File: config.mk
export PLATFORM = sky130hd
export DESIGN_NAME = apb_mem_bridge_flat
export DESIGN_NICKNAME = d
export VERILOG_FILES = /design/src/rtl/apb_mem_bridge_pkg.sv /design/src/rtl/apb_mem_bridge_if.sv /design/src/rtl/apb_mem_bridge.sv /design/src/flat_wrapper.sv
export SDC_FILE = /design/constraint.sdc
export NUM_CORES = 1
export LEC_CHECK = 0
export CORE_ASPECT_RATIO = 1.75
export CORE_MARGIN = 2
export CORE_UTILIZATION = 40
export CTS_CLUSTER_SIZE = 28
export DETAILED_ROUTE_END_ITERATION = 8
export GPL_TIMING_DRIVEN = 1
export HOLD_SLACK_MARGIN = 0.02
export PLACE_DENSITY = 0.85
export SLEW_MARGIN = 25
export SYNTH_ARGS = -nofsm -noshare
export SYNTH_HDL_FRONTEND = slang
export SYNTH_SLANG_ARGS = --single-unit
File: constraint.sdc
create_clock -name clk -period 2.2 [get_ports clk]
set_clock_uncertainty 0.1 [all_clocks]
set_input_delay 0.22 -clock clk [delete_from_list [all_inputs] [get_ports clk]]
set_output_delay 0.22 -clock clk [all_outputs]
set_load 0.01 [all_outputs]
File: src/rtl/apb_mem_bridge_pkg.sv
// Shared definitions for the APB-to-synchronous-memory bridge.
//   state_t              : bridge FSM states
//   *_DEFAULT            : default widths (memory address, memory data, APB data)
//   addr_misaligned()    : true when a byte address is not word aligned
package mem_bridge_pkg;

    localparam int MEM_AW_DEFAULT = 8;
    localparam int MEM_DW_DEFAULT = 21;
    localparam int APB_DW_DEFAULT = 32;

    typedef enum logic [1:0] {
        IDLE,
        ISSUE,
        CAPTURE,
        RESP
    } state_t;

    function automatic logic addr_misaligned(input logic [1:0] byte_lsbs);
        return byte_lsbs != 2'b00;
    endfunction

endpackage

File: src/rtl/apb_mem_bridge_if.sv
// APB completer-side bus bundle.
//   ADDR_W : byte address width (memory word address width + 2)
//   DATA_W : APB data width
//   master : drives psel/penable/pwrite/paddr/pwdata, observes prdata/pready/pslverr
//   slave  : the reverse view, used by the bridge
interface apb_mem_bridge_if #(
    parameter int ADDR_W = 10,
    parameter int DATA_W = 32
);

    logic              psel;
    logic              penable;
    logic              pwrite;
    logic [ADDR_W-1:0] paddr;
    logic [DATA_W-1:0] pwdata;
    logic [DATA_W-1:0] prdata;
    logic              pready;
    logic              pslverr;

    modport master (
        output psel, penable, pwrite, paddr, pwdata,
        input  prdata, pready, pslverr
    );

    modport slave (
        input  psel, penable, pwrite, paddr, pwdata,
        output prdata, pready, pslverr
    );

endinterface

File: src/rtl/apb_mem_bridge.sv
// APB completer that turns each transfer into a single access on a
// synchronous memory (one-cycle read latency, read has priority over write).
// Ports:
//   clk, rst_n   : clock (rising edge), asynchronous active-low reset
//   apb          : APB slave bundle (psel, penable, pwrite, paddr, pwdata,
//                  prdata, pready, pslverr)
//   mem_ce       : memory chip enable, one cycle per aligned transfer
//   mem_wren     : memory write enable
//   mem_rden     : memory read enable
//   mem_addr     : memory word address (byte address >> 2)
//   mem_wr_data  : memory write data (low MEM_DW bits of pwdata)
//   mem_rd_data  : memory read data, valid the cycle after a read enable
// Latency from setup cycle to pready: write 3, read 4, misaligned 2.
module apb_mem_bridge
    import mem_bridge_pkg::*;
#(
    parameter int MEM_AW = MEM_AW_DEFAULT,
    parameter int MEM_DW = MEM_DW_DEFAULT,
    parameter int APB_DW = APB_DW_DEFAULT
) (
    input  logic              clk,
    input  logic              rst_n,
    apb_mem_bridge_if.slave   apb,
    output logic              mem_ce,
    output logic              mem_wren,
    output logic              mem_rden,
    output logic [MEM_AW-1:0] mem_addr,
    output logic [MEM_DW-1:0] mem_wr_data,
    input  logic [MEM_DW-1:0] mem_rd_data
);

    state_t              state_q, state_d;
    logic                write_q, write_d;
    logic                ce_q, ce_d;
    logic                wren_q, wren_d;
    logic                rden_q, rden_d;
    logic                pready_q, pready_d;
    logic                pslverr_q, pslverr_d;
    logic [APB_DW-1:0]   prdata_q, prdata_d;
    logic [MEM_AW-1:0]   addr_q, addr_d;
    logic [MEM_DW-1:0]   wdata_q, wdata_d;
    logic [APB_DW-1:0]   rd_ext;

    // Upper write-data bits are intentionally dropped by the memory path.
    logic unused_pwdata;
    assign unused_pwdata = ^apb.pwdata;

    always_comb begin
        rd_ext = '0;
        rd_ext[MEM_DW-1:0] = mem_rd_data;
    end

    always_ff @(posedge clk or negedge rst_n) begin
        if (!rst_n) begin
            state_q   <= IDLE;
            write_q   <= 1'b0;
            ce_q      <= 1'b0;
            wren_q    <= 1'b0;
            rden_q    <= 1'b0;
            pready_q  <= 1'b0;
            pslverr_q <= 1'b0;
            prdata_q  <= '0;
            addr_q    <= '0;
            wdata_q   <= '0;
        end else begin
            state_q   <= state_d;
            write_q   <= write_d;
            ce_q      <= ce_d;
            wren_q    <= wren_d;
            rden_q    <= rden_d;
            pready_q  <= pready_d;
            pslverr_q <= pslverr_d;
            prdata_q  <= prdata_d;
            addr_q    <= addr_d;
            wdata_q   <= wdata_d;
        end
    end

    // Outputs are registered, so each branch sets the values the outputs
    // must take in the *next* state.
    always_comb begin
        state_d   = state_q;
        write_d   = write_q;
        ce_d      = 1'b0;
        wren_d    = 1'b0;
        rden_d    = 1'b0;
        pready_d  = 1'b0;
        pslverr_d = 1'b0;
        prdata_d  = prdata_q;
        addr_d    = addr_q;
        wdata_d   = wdata_q;

        unique case (state_q)
            IDLE: begin
                if (apb.psel && !apb.penable) begin
                    write_d = apb.pwrite;
                    if (addr_misaligned(apb.paddr[1:0])) begin
                        state_d   = RESP;
                        pready_d  = 1'b1;
                        pslverr_d = 1'b1;
                        prdata_d  = '0;
                    end else begin
                        state_d = ISSUE;
                        ce_d    = 1'b1;
                        wren_d  = apb.pwrite;
                        rden_d  = !apb.pwrite;
                        addr_d  = apb.paddr[MEM_AW+1:2];
                        wdata_d = apb.pwdata[MEM_DW-1:0];
                    end
                end
            end
            ISSUE: begin
                if (write_q) begin
                    state_d  = RESP;
                    pready_d = 1'b1;
                end else begin
                    state_d = CAPTURE;
                end
            end
            CAPTURE: begin
                prdata_d = rd_ext;
                state_d  = RESP;
                pready_d = 1'b1;
            end
            RESP: begin
                state_d = IDLE;
            end
            default: begin
                state_d = IDLE;
            end
        endcase
    end

    assign mem_ce      = ce_q;
    assign mem_wren    = wren_q;
    assign mem_rden    = rden_q;
    assign mem_addr    = addr_q;
    assign mem_wr_data = wdata_q;
    assign apb.prdata  = prdata_q;
    assign apb.pready  = pready_q;
    assign apb.pslverr = pslverr_q;

endmodule

File: src/flat_wrapper.sv
// flat-port wrapper written by rule: the top's interface ports become plain ports
module apb_mem_bridge_flat import mem_bridge_pkg::*;
#(
    parameter int MEM_AW = MEM_AW_DEFAULT,
    parameter int MEM_DW = MEM_DW_DEFAULT,
    parameter int APB_DW = APB_DW_DEFAULT
)
  (clk, rst_n, mem_ce, mem_wren, mem_rden, mem_addr, mem_wr_data, mem_rd_data, apb_psel, apb_penable, apb_pwrite, apb_paddr, apb_pwdata, apb_prdata, apb_pready, apb_pslverr);
  apb_mem_bridge_if #(.ADDR_W((8)+2), .DATA_W((32))) apb_i ();
  input  logic clk;
  input  logic rst_n;
  output logic mem_ce;
  output logic mem_wren;
  output logic mem_rden;
  output logic [MEM_AW-1:0] mem_addr;
  output logic [MEM_DW-1:0] mem_wr_data;
  input  logic [MEM_DW-1:0] mem_rd_data;
  input wire logic [$bits(apb_i.psel)-1:0] apb_psel;
  input wire logic [$bits(apb_i.penable)-1:0] apb_penable;
  input wire logic [$bits(apb_i.pwrite)-1:0] apb_pwrite;
  input wire logic [$bits(apb_i.paddr)-1:0] apb_paddr;
  input wire logic [$bits(apb_i.pwdata)-1:0] apb_pwdata;
  output wire logic [$bits(apb_i.prdata)-1:0] apb_prdata;
  output wire logic [$bits(apb_i.pready)-1:0] apb_pready;
  output wire logic [$bits(apb_i.pslverr)-1:0] apb_pslverr;
  assign apb_i.psel = apb_psel;
  assign apb_i.penable = apb_penable;
  assign apb_i.pwrite = apb_pwrite;
  assign apb_i.paddr = apb_paddr;
  assign apb_i.pwdata = apb_pwdata;
  assign apb_prdata = apb_i.prdata;
  assign apb_pready = apb_i.pready;
  assign apb_pslverr = apb_i.pslverr;
  apb_mem_bridge #(.MEM_AW(MEM_AW), .MEM_DW(MEM_DW), .APB_DW(APB_DW)) u_core (.clk(clk), .rst_n(rst_n), .apb(apb_i), .mem_ce(mem_ce), .mem_wren(mem_wren), .mem_rden(mem_rden), .mem_addr(mem_addr), .mem_wr_data(mem_wr_data), .mem_rd_data(mem_rd_data));
endmodule
[Yosys cells after proc, flatten, opt, wreduce, memory -nomap -nowiden]
Index checks and enable logic that the tools add are counted.
Storage, ports and cells
  bits in registers: 69
  output and inout bits: 66
  word-level logic and storage cells: 46
Cells by class
  equality and inequality tests: 5
  multiplexer cells: 21
  bitwise logic cells: 1
  reductions and logical operators: 9
Operator list (count)
  $mux W32: 2
  $pmux W32 S2: 1
  $mux W1: 14
  $pmux W2 S4: 1
  $reduce_and A3 Y1: 2
  $eq A2 B2 Y1 const B: 2
  $mux W2: 2
  $ne A2 B1 Y1 const B: 2
  $reduce_bool A2 Y1: 2
  $pmux W1 S3: 1
  $eq A2 B1 Y1 const B: 1
  $logic_not A1 Y1: 2
  $logic_not A2 Y1: 1
  $reduce_and A2 Y1: 1
  $logic_and A1 B1 Y1: 1
  $not A1 Y1: 1

[Logic depth before layout (Yosys ltp)]
Gate-level depths: netlist (run 1).
  word-level depth: 4
  gate-level depth with buffers: 7

[Worst setup path before layout (run 1)]
No wires, ideal clock.
  path kind: register -> register
  start point: register u_core.state_q[0]
  end point: register u_core.addr_q[1] (netlist: u_core.mem_addr[1])
  arrival: 1573 ps
  data required time: 1975 ps
  path slack: 402 ps
  cell stages (with the launch flop): 8
  buffers on the path: 2
  clock period less this slack: 1798 ps
  cell sequence: dfrtp_1 inv_1 ha_1 buf_2 nand3b_2 nor2_8 buf_12 mux2_4
Between the ends
  word-level cells in the longest chain between the ends: 2
Ends and longest elaborated chain
  start, declared: line apb_mem_bridge.sv:32  | state_t state_q, state_d;
  start signal, assigned: line apb_mem_bridge.sv:66  | state_q <= state_d;
  $logic_not A2 Y1: line apb_mem_bridge.sv:93  | unique case (state_q)
  $reduce_and A3 Y1 (no line)
  end signal, assigned: line apb_mem_bridge.sv:74  | addr_q <= addr_d;
  end, declared: line apb_mem_bridge.sv:40  | logic [MEM_AW-1:0] addr_q, addr_d;
No other way between the ends.
A chain may end at the register's enable or synchronous reset.

[Worst setup path after layout (run 1)]
  start point: register u_core.state_q[1]
  end point: register u_core.prdata_q[9] (netlist: u_core.apb.prdata[9])
Between the ends
  word-level cells in the longest chain between the ends: 3
  elaborated cells on any way between the ends: 7
Ends and longest elaborated chain
  $logic_not A2 Y1 / $eq A2 B2 Y1 (equally long branches): line apb_mem_bridge.sv:93
  $ne A2 B1 Y1 (no line) / $reduce_bool A2 Y1 (equally long branches)
  $reduce_and A3 Y1 (no line)
  end signal, assigned: line apb_mem_bridge.sv:73  | prdata_q <= prdata_d;
  end, declared: line apb_mem_bridge.sv:39  | logic [APB_DW-1:0] prdata_q, prdata_d;
Parallel ways exist; a longest one is shown, timed or not.

==> results of run 1 <==
-- cell usage after synthesis, drive strengths merged --
cell type / count / area share, %
dfrtp: 58 / 51
nand3: 42 / 7.4
mux2: 30 / 16
o211ai: 22 / 5.8
a22oi: 20 / 5.3
buf: 16 / 5.6
clkbuf: 14 / 1.8
ha: 5 / 2.2
inv: 4 / 0.53
nor2: 4 / 1.1
a21oi: 2 / 0.35
nor2b: 2 / 0.44
a221o: 1 / 0.35
and2: 1 / 0.22
and3b: 1 / 0.31
conb: 1 / 0.13
mux2i: 1 / 0.35
nand2b: 1 / 0.22
nand3b: 1 / 0.39
nor3: 1 / 0.18
o21ai: 1 / 0.18
o31ai: 1 / 0.26
o32a: 1 / 0.35
or2: 1 / 0.22
-- how the worst max path moves through the flow --
stage / endpoint / slack [ns] / depth (start not counted)
after floorplan: u_core.mem_addr[1] / 0.40 / 7
after global placement: u_core.apb.prdata[20] / 0.26 / 5
after detailed placement: u_core.apb.prdata[20] / 0.25 / 5
after CTS: u_core.apb.prdata[9] / 0.31 / 7
after global routing: u_core.apb.prdata[6] / 0.17 / 7
final: u_core.apb.prdata[9] / 0.31 / 7
-- registers in the layout (all words and copies together) (netlist names) --
register and flops:
u_core.apb.prdata 21, u_core.apb.pready 1, u_core.apb.pslverr 1, u_core.mem_addr 8, u_core.mem_ce 1, u_core.mem_rden 1, u_core.mem_wr_data 21, u_core.mem_wren 1
u_core.state_q 2, u_core.write_q 1
-- final cells by class --
cell class,count,area [µm²],share of cell area (%)
clock buffer,12,256,5.98
clock inverter,3,15.0,0.350
inverter,4,15.0,0.350
multi-input combinational,149,1210,28.3
sequential,58,1450,33.8
tap,84,105,2.45
timing repair buffer,123,1240,28.8
-- power by group through the flow --
stage	registers, µW	logic, µW	clock network, µW
floorplan	2080	1190	0
finish	1900	2720	1250
global placement	1870	2640	0
detailed placement	1910	2720	0
CTS	1910	2740	1270
global route	1970	2900	1320
-- metrics by stage --
| step | total power (µW) | util (%) | hold slack, ns |
|---|---|---|---|
| after detailed placement | 4630 | 58.1 | 0.0998 |
| after floorplan | 3270 | - | -0.176 |
| after global placement | 4510 | 58.1 | 0.0988 |
| final | 5870 | 62.1 | 0.288 |
| after CTS | 5920 | 62.1 | 0.308 |
| after global routing | 6190 | 62.1 | 0.330 |
-- cells by family after synthesis --
| family | count (synthesis) | share of synthesized area, % |
|---|---|---|
| DFF | 58 | 50.9 |
| and+or+nand+nor | 54 | 10.4 |
| AOI/OAI and AO/OA | 48 | 12.5 |
| buffers and inverters | 34 | 7.94 |
| adders and majority gates | 5 | 2.19 |
| muxes | 31 | 15.9 |
| other | 1 | 0.131 |
-- routing by layer --
| metal | wire length [µm] | share of wire, % |
|---|---|---|
| met5 | 0 | 0 |
| met4 | 160 | 2.2 |
| met3 | 481 | 6.5 |
| met2 | 4220 | 57 |
| met1 | 2550 | 34 |
==> results.rst, run 1 <==
.. list-table::
   :header-rows: 1

   * - Metric
     - Value
   * - Die width
     - between 60 and 70 µm
   * - Initial Utilization
     - between 40% and 50%
   * - Area of all placed cells without fillers
     - around 4300 µm²
   * - Most common cell type on the critical path
     - buf_4
   * - Required time of the critical path
     - 2.30 ns
   * - Clock root buffer
     - clkbuf_16
   * - Critical setup path kind
     - reg -> reg
   * - Total CTS buffers
     - 9
   * - Number of rows created at floorplan
     - 40
   * - Final wirelength
     - between 7 and 8 mm
   * - Total of flip-flops plus latches after synthesis
     - 58
   * - Max clock buf depth
     - 2
   * - Share of synthesized area occupied by flip-flops and latches
     - between 50% and 60%
   * - Overflow left after global routing
     - 0
   * - Routed len/inst
     - 17.1 µm
   * - Detailed-routing iteration count for the pre-antenna-repair pass
     - 4
   * - Grt met1 use
     - 20.7%
   * - Post-route setup slack
     - 0.314 ns
   * - Number of vias per cell after detailed routing
     - approximately 5.4
   * - Slowest stage cell on the critical path
     - dfrtp_1
   * - Period utilization
     - a little under nine tenths
   * - Maximum capacitance violations
     - 0
   * - Path class of the lowest-slack min-delay path
     - in -> async
   * - Number of routed nets with antenna violations
     - 0
   * - Setup TNS
     - 0 ns
   * - Clk_lat worst skew
     - roughly 0.32 ns
   * - Total instance count after detailed placement
     - ~420
   * - Int Power
     - 3980 µW
   * - Instance area after placement
     - 4010 µm²
   * - Setup repair after global routing missed its margin
     - no
   * - Cell Count, Final, Fillers Out
     - 433
   * - Detailed placement HPWL
     - 5.39 mm
   * - Worst EP arrival
     - a little under 2 ns
   * - Reported net switching power
     - between 1500 and 2000 µW
   * - Max-slew violation total from the final report
     - 0
   * - Worst IR drop on VDD
     - 701 µV
   * - Most common library cell in the layout ignoring fill and taps
     - clkdlybuf4s50_1
   * - Post-route DRC
     - 0
   * - Final number of hold-violating endpoints
     - 0
   * - Share of final-layout standard cells stronger than drive strength 1
     - roughly 17%
   * - Fin crit period
     - 1.89 ns
   * - CTS-repair resized insts
     - 0
   * - Num ports
     - ~130
   * - R2r worst-path depth
     - 7
   * - Run status
     - finished clean
   * - Flop2flop setup slack
     - 0.31 ns
   * - Height of the chip
     - 116 µm
   * - Combinational share of power
     - 46.3%
   * - Routed via count
     - 2334
   * - Reg-to-reg critical path endpoint
     - u_core.apb.prdata[9]
   * - Number of hold buffers added after cts
     - 1
   * - Top library cells by usage in the layout, fill and taps aside
     - clkdlybuf4s50_1, dfrtp_1, nand3_1
   * - Area added between synthesis and finish
     - 50.4%
   * - Launch point of the worst path
     - u_core.state_q[1]
   * - Core region area
     - 6910 µm²
   * - Final setup fails
     - 0
   * - Deepest level of the CTS H-tree
     - 3
   * - Clock power share
     - 21.3%
   * - Number of global-route vias before repair
     - ~2400
   * - Net total in the final layout
     - 418
   * - TritonCTS clock tree
     - built
   * - Pwr/cell area
     - 1370 nW/µm²
   * - Switching part of the total
     - between 30 and 40%
   * - # fillers
     - around 600
   * - Number of clock sinks
     - 58
   * - Number of antenna violations at the first check in global routing
     - 0
   * - Pin count of the biggest net entering global routing
     - 28
   * - Clock slew seen by the registers of the worst setup and hold paths
     - 0.05 ns
   * - Slew HR
     - 46.5%
   * - Post-CTS Setup Repair Bufs
     - 0
   * - Synthesized area
     - approximately 2900 µm²
   * - Leakage power total
     - 0.00188 µW
   * - Antenna diode instance count
     - 0
   * - CP Capture Type
     - flop
   * - Launch point of the worst reg-to-reg path
     - u_core.state_q[1]
   * - Max Clock Freq
     - about 530 MHz
   * - PortBufs
     - around 110
   * - Total routing usage reported by global routing
     - 19.6%
   * - Largest fanout on the critical path
     - 27
   * - Met2 layer usage reported by global route
     - between 30% and 40%
   * - Slew @ Worst Pin
     - 0.800 ns
   * - Number of distinct library cells after synthesis
     - 29
   * - Synth warnings
     - 0
   * - Most crowded layer after global routing
     - met2
   * - Number of instances in the synthesized netlist
     - 231
   * - Full die area
     - 7850 µm²
   * - Drt first-iter violations
     - ~100
   * - Gpl congestion
     - between 0.7 and 0.8
   * - Highest cell delay on the worst timing path
     - 0.40 ns
   * - Post-place setup slack
     - 0.247 ns
   * - Launching element type of the critical path
     - flop
   * - Kind of cell adding the most delay to the critical path
     - buffers and inverters
   * - Portion of total power attributed to sequential cells
     - 32.4%
   * - WP buf/inv
     - 3
   * - Global-route wire length before repair
     - 11.5 mm
   * - Global Route met3 Usage
     - 4.85%
   * - Critical path, cell by cell
     - inv_1 -> ha_1 -> buf_4 -> nor2b_1 -> buf_4 -> a22oi_1 -> nand3_1
   * - Mean instance size in the synthesized netlist
     - 12.3 µm²
(Power assumes the default switching activity.)
==> inputs of run 2 (changes only) <==
- SKIP_CTS_REPAIR_TIMING: not set -> 1
==> results of run 2 <==
No change in the layout: final DEF, timing and power equal those of run 1.
==> inputs of run 3 (changes only) <==
- clock period: 2.2 -> 1.8 ns (I/O delays scaled with it)
==> results.rst, run 3 (same netlist as run 1, synthesis figures left out) <==
.. list-table::
   :header-rows: 1

   * - Metric
     - Value
   * - Flop2flop setup slack
     - 0.06 ns (-0.25 ns)
   * - Leakage power total
     - 0.00195 µW (+4.1%)
   * - Pin count of the biggest net entering global routing
     - 44 (+57%)
   * - Number of rows created at floorplan
     - 40 (unchanged)
   * - Clock root buffer
     - clkbuf_16
   * - Run status
     - finished clean
   * - Destination of the critical timing path
     - u_core.mem_wr_data[10]
   * - Highest cell delay on the worst timing path
     - 0.41 ns (about the same)
   * - Worst Hold Margin
     - 0.219 ns (-0.0696 ns)
   * - Max clock buf depth
     - 2 (unchanged)
   * - Setup repair after global routing missed its margin
     - no
   * - Initial Utilization
     - 41.3% (unchanged)
   * - Path class of the lowest-slack min-delay path
     - in -> async
   * - Clk_lat worst skew
     - 0.32 ns (about the same)
   * - Pwr/cell area
     - 1640 nW/µm² (+20%)
   * - Core region area
     - 6910 µm² (unchanged)
   * - Number of global-route vias before repair
     - 2226 (-6.7%)
   * - Full die area
     - 7850 µm² (unchanged)
   * - Most crowded layer after global routing
     - met2
   * - Final setup fails
     - 0 (unchanged)
   * - Reg-to-reg critical path endpoint
     - u_core.mem_wr_data[10]
   * - Number of antenna violations at the first check in global routing
     - 0 (unchanged)
   * - Area of all placed cells without fillers
     - 4460 µm² (+3.8%)
   * - Overflow left after global routing
     - 0 (unchanged)
   * - Number of clock sinks
     - 58 (unchanged)
   * - Top library cells by usage in the layout, fill and taps aside
     - clkdlybuf4s50_1, dfrtp_1, nand3_1
   * - Critical setup path kind
     - reg -> reg
   * - Total CTS buffers
     - 9 (unchanged)
   * - Required time of the critical path
     - 1.90 ns (-0.40 ns)
   * - Drt first-iter violations
     - 94 (-8.7%)
   * - Total instance count after detailed placement
     - 422 (+1.2%)
   * - Height of the chip
     - 116 µm (unchanged)
   * - Slowest stage cell on the critical path
     - dfrtp_1
   * - Power, Total
     - 7320 µW (+25%)
   * - Number of routed nets with antenna violations
     - 0 (unchanged)
   * - Detailed placement HPWL
     - 5.17 mm (-4.0%)
   * - Share of final-layout standard cells stronger than drive strength 1
     - 19.8% (+3.2 points)
   * - Final number of hold-violating endpoints
     - 0 (unchanged)
   * - Critical path, cell by cell
     - inv_2 -> ha_4 -> nand3b_4 -> nor2_8 -> clkbuf_16 -> mux2_4
   * - Utilization after layout
     - 64.5% (+2.4 points)
   * - Final wirelength
     - 7.39 mm (-0.34%)
   * - Global Route met3 Usage
     - 4.85% (unchanged)
   * - Number of vias per cell after detailed routing
     - 5.27 (-2.2%)
   * - Instance area after placement
     - 4090 µm² (+1.9%)
   * - Most common library cell in the layout ignoring fill and taps
     - clkdlybuf4s50_1
   * - TritonCTS clock tree
     - built
   * - Max-slew violation total from the final report
     - 0 (unchanged)
   * - Total routing usage reported by global routing
     - 18.7% (-0.85 points)
   * - Die width
     - 67.8 µm (unchanged)
   * - Worst IR drop on VDD
     - 1240 µV (+77%)
   * - Detailed-routing iteration count for the pre-antenna-repair pass
     - 5 (+1)
   * - Routed len/inst
     - 16.7 µm (-2.4%)
   * - Period utilization
     - 96.6% (+11 points)
   * - Fin crit period
     - 1.74 ns (-0.147 ns)
   * - Net total in the final layout
     - 426 (+1.9%)
   * - PortBufs
     - 111 (unchanged)
   * - Num ports
     - 134 (unchanged)
   * - Maximum capacitance violations
     - 0 (unchanged)
   * - Launching element type of the critical path
     - flop
   * - Area added between synthesis and finish
     - 56.2%
   * - Worst EP arrival
     - 1.84 ns (-0.14 ns)
   * - Met2 layer usage reported by global route
     - 32.4% (-3.7 points)
   * - Deepest level of the CTS H-tree
     - 3 (unchanged)
   * - Cell Count, Final, Fillers Out
     - 442 (+2.1%)
   * - Post-route DRC
     - 0 (unchanged)
   * - Launch point of the worst path
     - u_core.state_q[1]
   * - CP Capture Type
     - flop
   * - R2r worst-path depth
     - 6 (-1)
   * - Antenna diode instance count
     - 0 (unchanged)
   * - Grt met1 use
     - 21.3% (+0.62 points)
   * - Max Clock Freq
     - 575 MHz (+8.5%)
   * - Largest fanout on the critical path
     - 7 (-74%)
   * - Gpl congestion
     - 0.750 (-3.9%)
   * - Launch point of the worst reg-to-reg path
     - u_core.state_q[1]
   * - Global-route wire length before repair
     - 10.9 mm (-5.5%)
   * - Clock slew seen by the registers of the worst setup and hold paths
     - 0.05 ns (about the same)
   * - Routed via count
     - 2330 (-0.17%)
run 3: power by group:
| group | internal (µW) | switching [µW] | total (µW) |
|---|---|---|---|
| registers | 1920 | 391 | 2310 |
| clock network | 953 | 574 | 1530 |
| logic | 2070 | 1410 | 3480 |
| total | 4950 | 2370 | 7320 |
run 3: how the worst min path moves through the flow:
stage	cells after the start	slack [ns]	start	end
after floorplan	0	-0.22	rst_n	u_core.apb.prdata[0]
after global placement	1	0.02	rst_n	u_core.mem_wr_data[11]
after detailed placement	1	0.04	rst_n	u_core.mem_wr_data[11]
after CTS	1	-0.31	rst_n	u_core.mem_wr_data[11]
after global routing	2	0.26	rst_n	u_core.mem_wr_data[3]
final	2	0.22	rst_n	u_core.mem_wr_data[3]
run 3: metrics by stage:
stage	setup TNS (ns)	setup slack, ns
2_1_floorplan	0	0.00235
3_3_place_gp	-0.389	-0.0177
3_5_place_dp	-0.500	-0.0334
4_1_cts	-0.00504	-0.00504
5_1_grt	0	0.00563
6_report	0	0.0618
run 3: cell type report:
cell class / instances / area, µm²
fill: 538 / 2450
timing repair buffer: 131 / 1380
clock buffer: 10 / 239
tap: 84 / 105
inverter: 4 / 15.0
multi-input combinational: 149 / 1230
sequential: 58 / 1450
clock inverter: 6 / 32.5
run 3: layer usage:
metal | part of all wire, % | up-vias
met5 | 0 | -
li1 | - | 1075
met4 | 1.6 | 0
met1 | 36 | 1122
met3 | 7.3 | 11
met2 | 55 | 122
run 3: critical path, delay by kind of cell, from the launching register on:
kind | cells | cell delay (ns)
and+or+nand+nor | 2 | 0.35
buffers and inverters | 2 | 0.29
adders and majority gates | 1 | 0.16
DFF | 1 | 0.41
muxes | 1 | 0.30
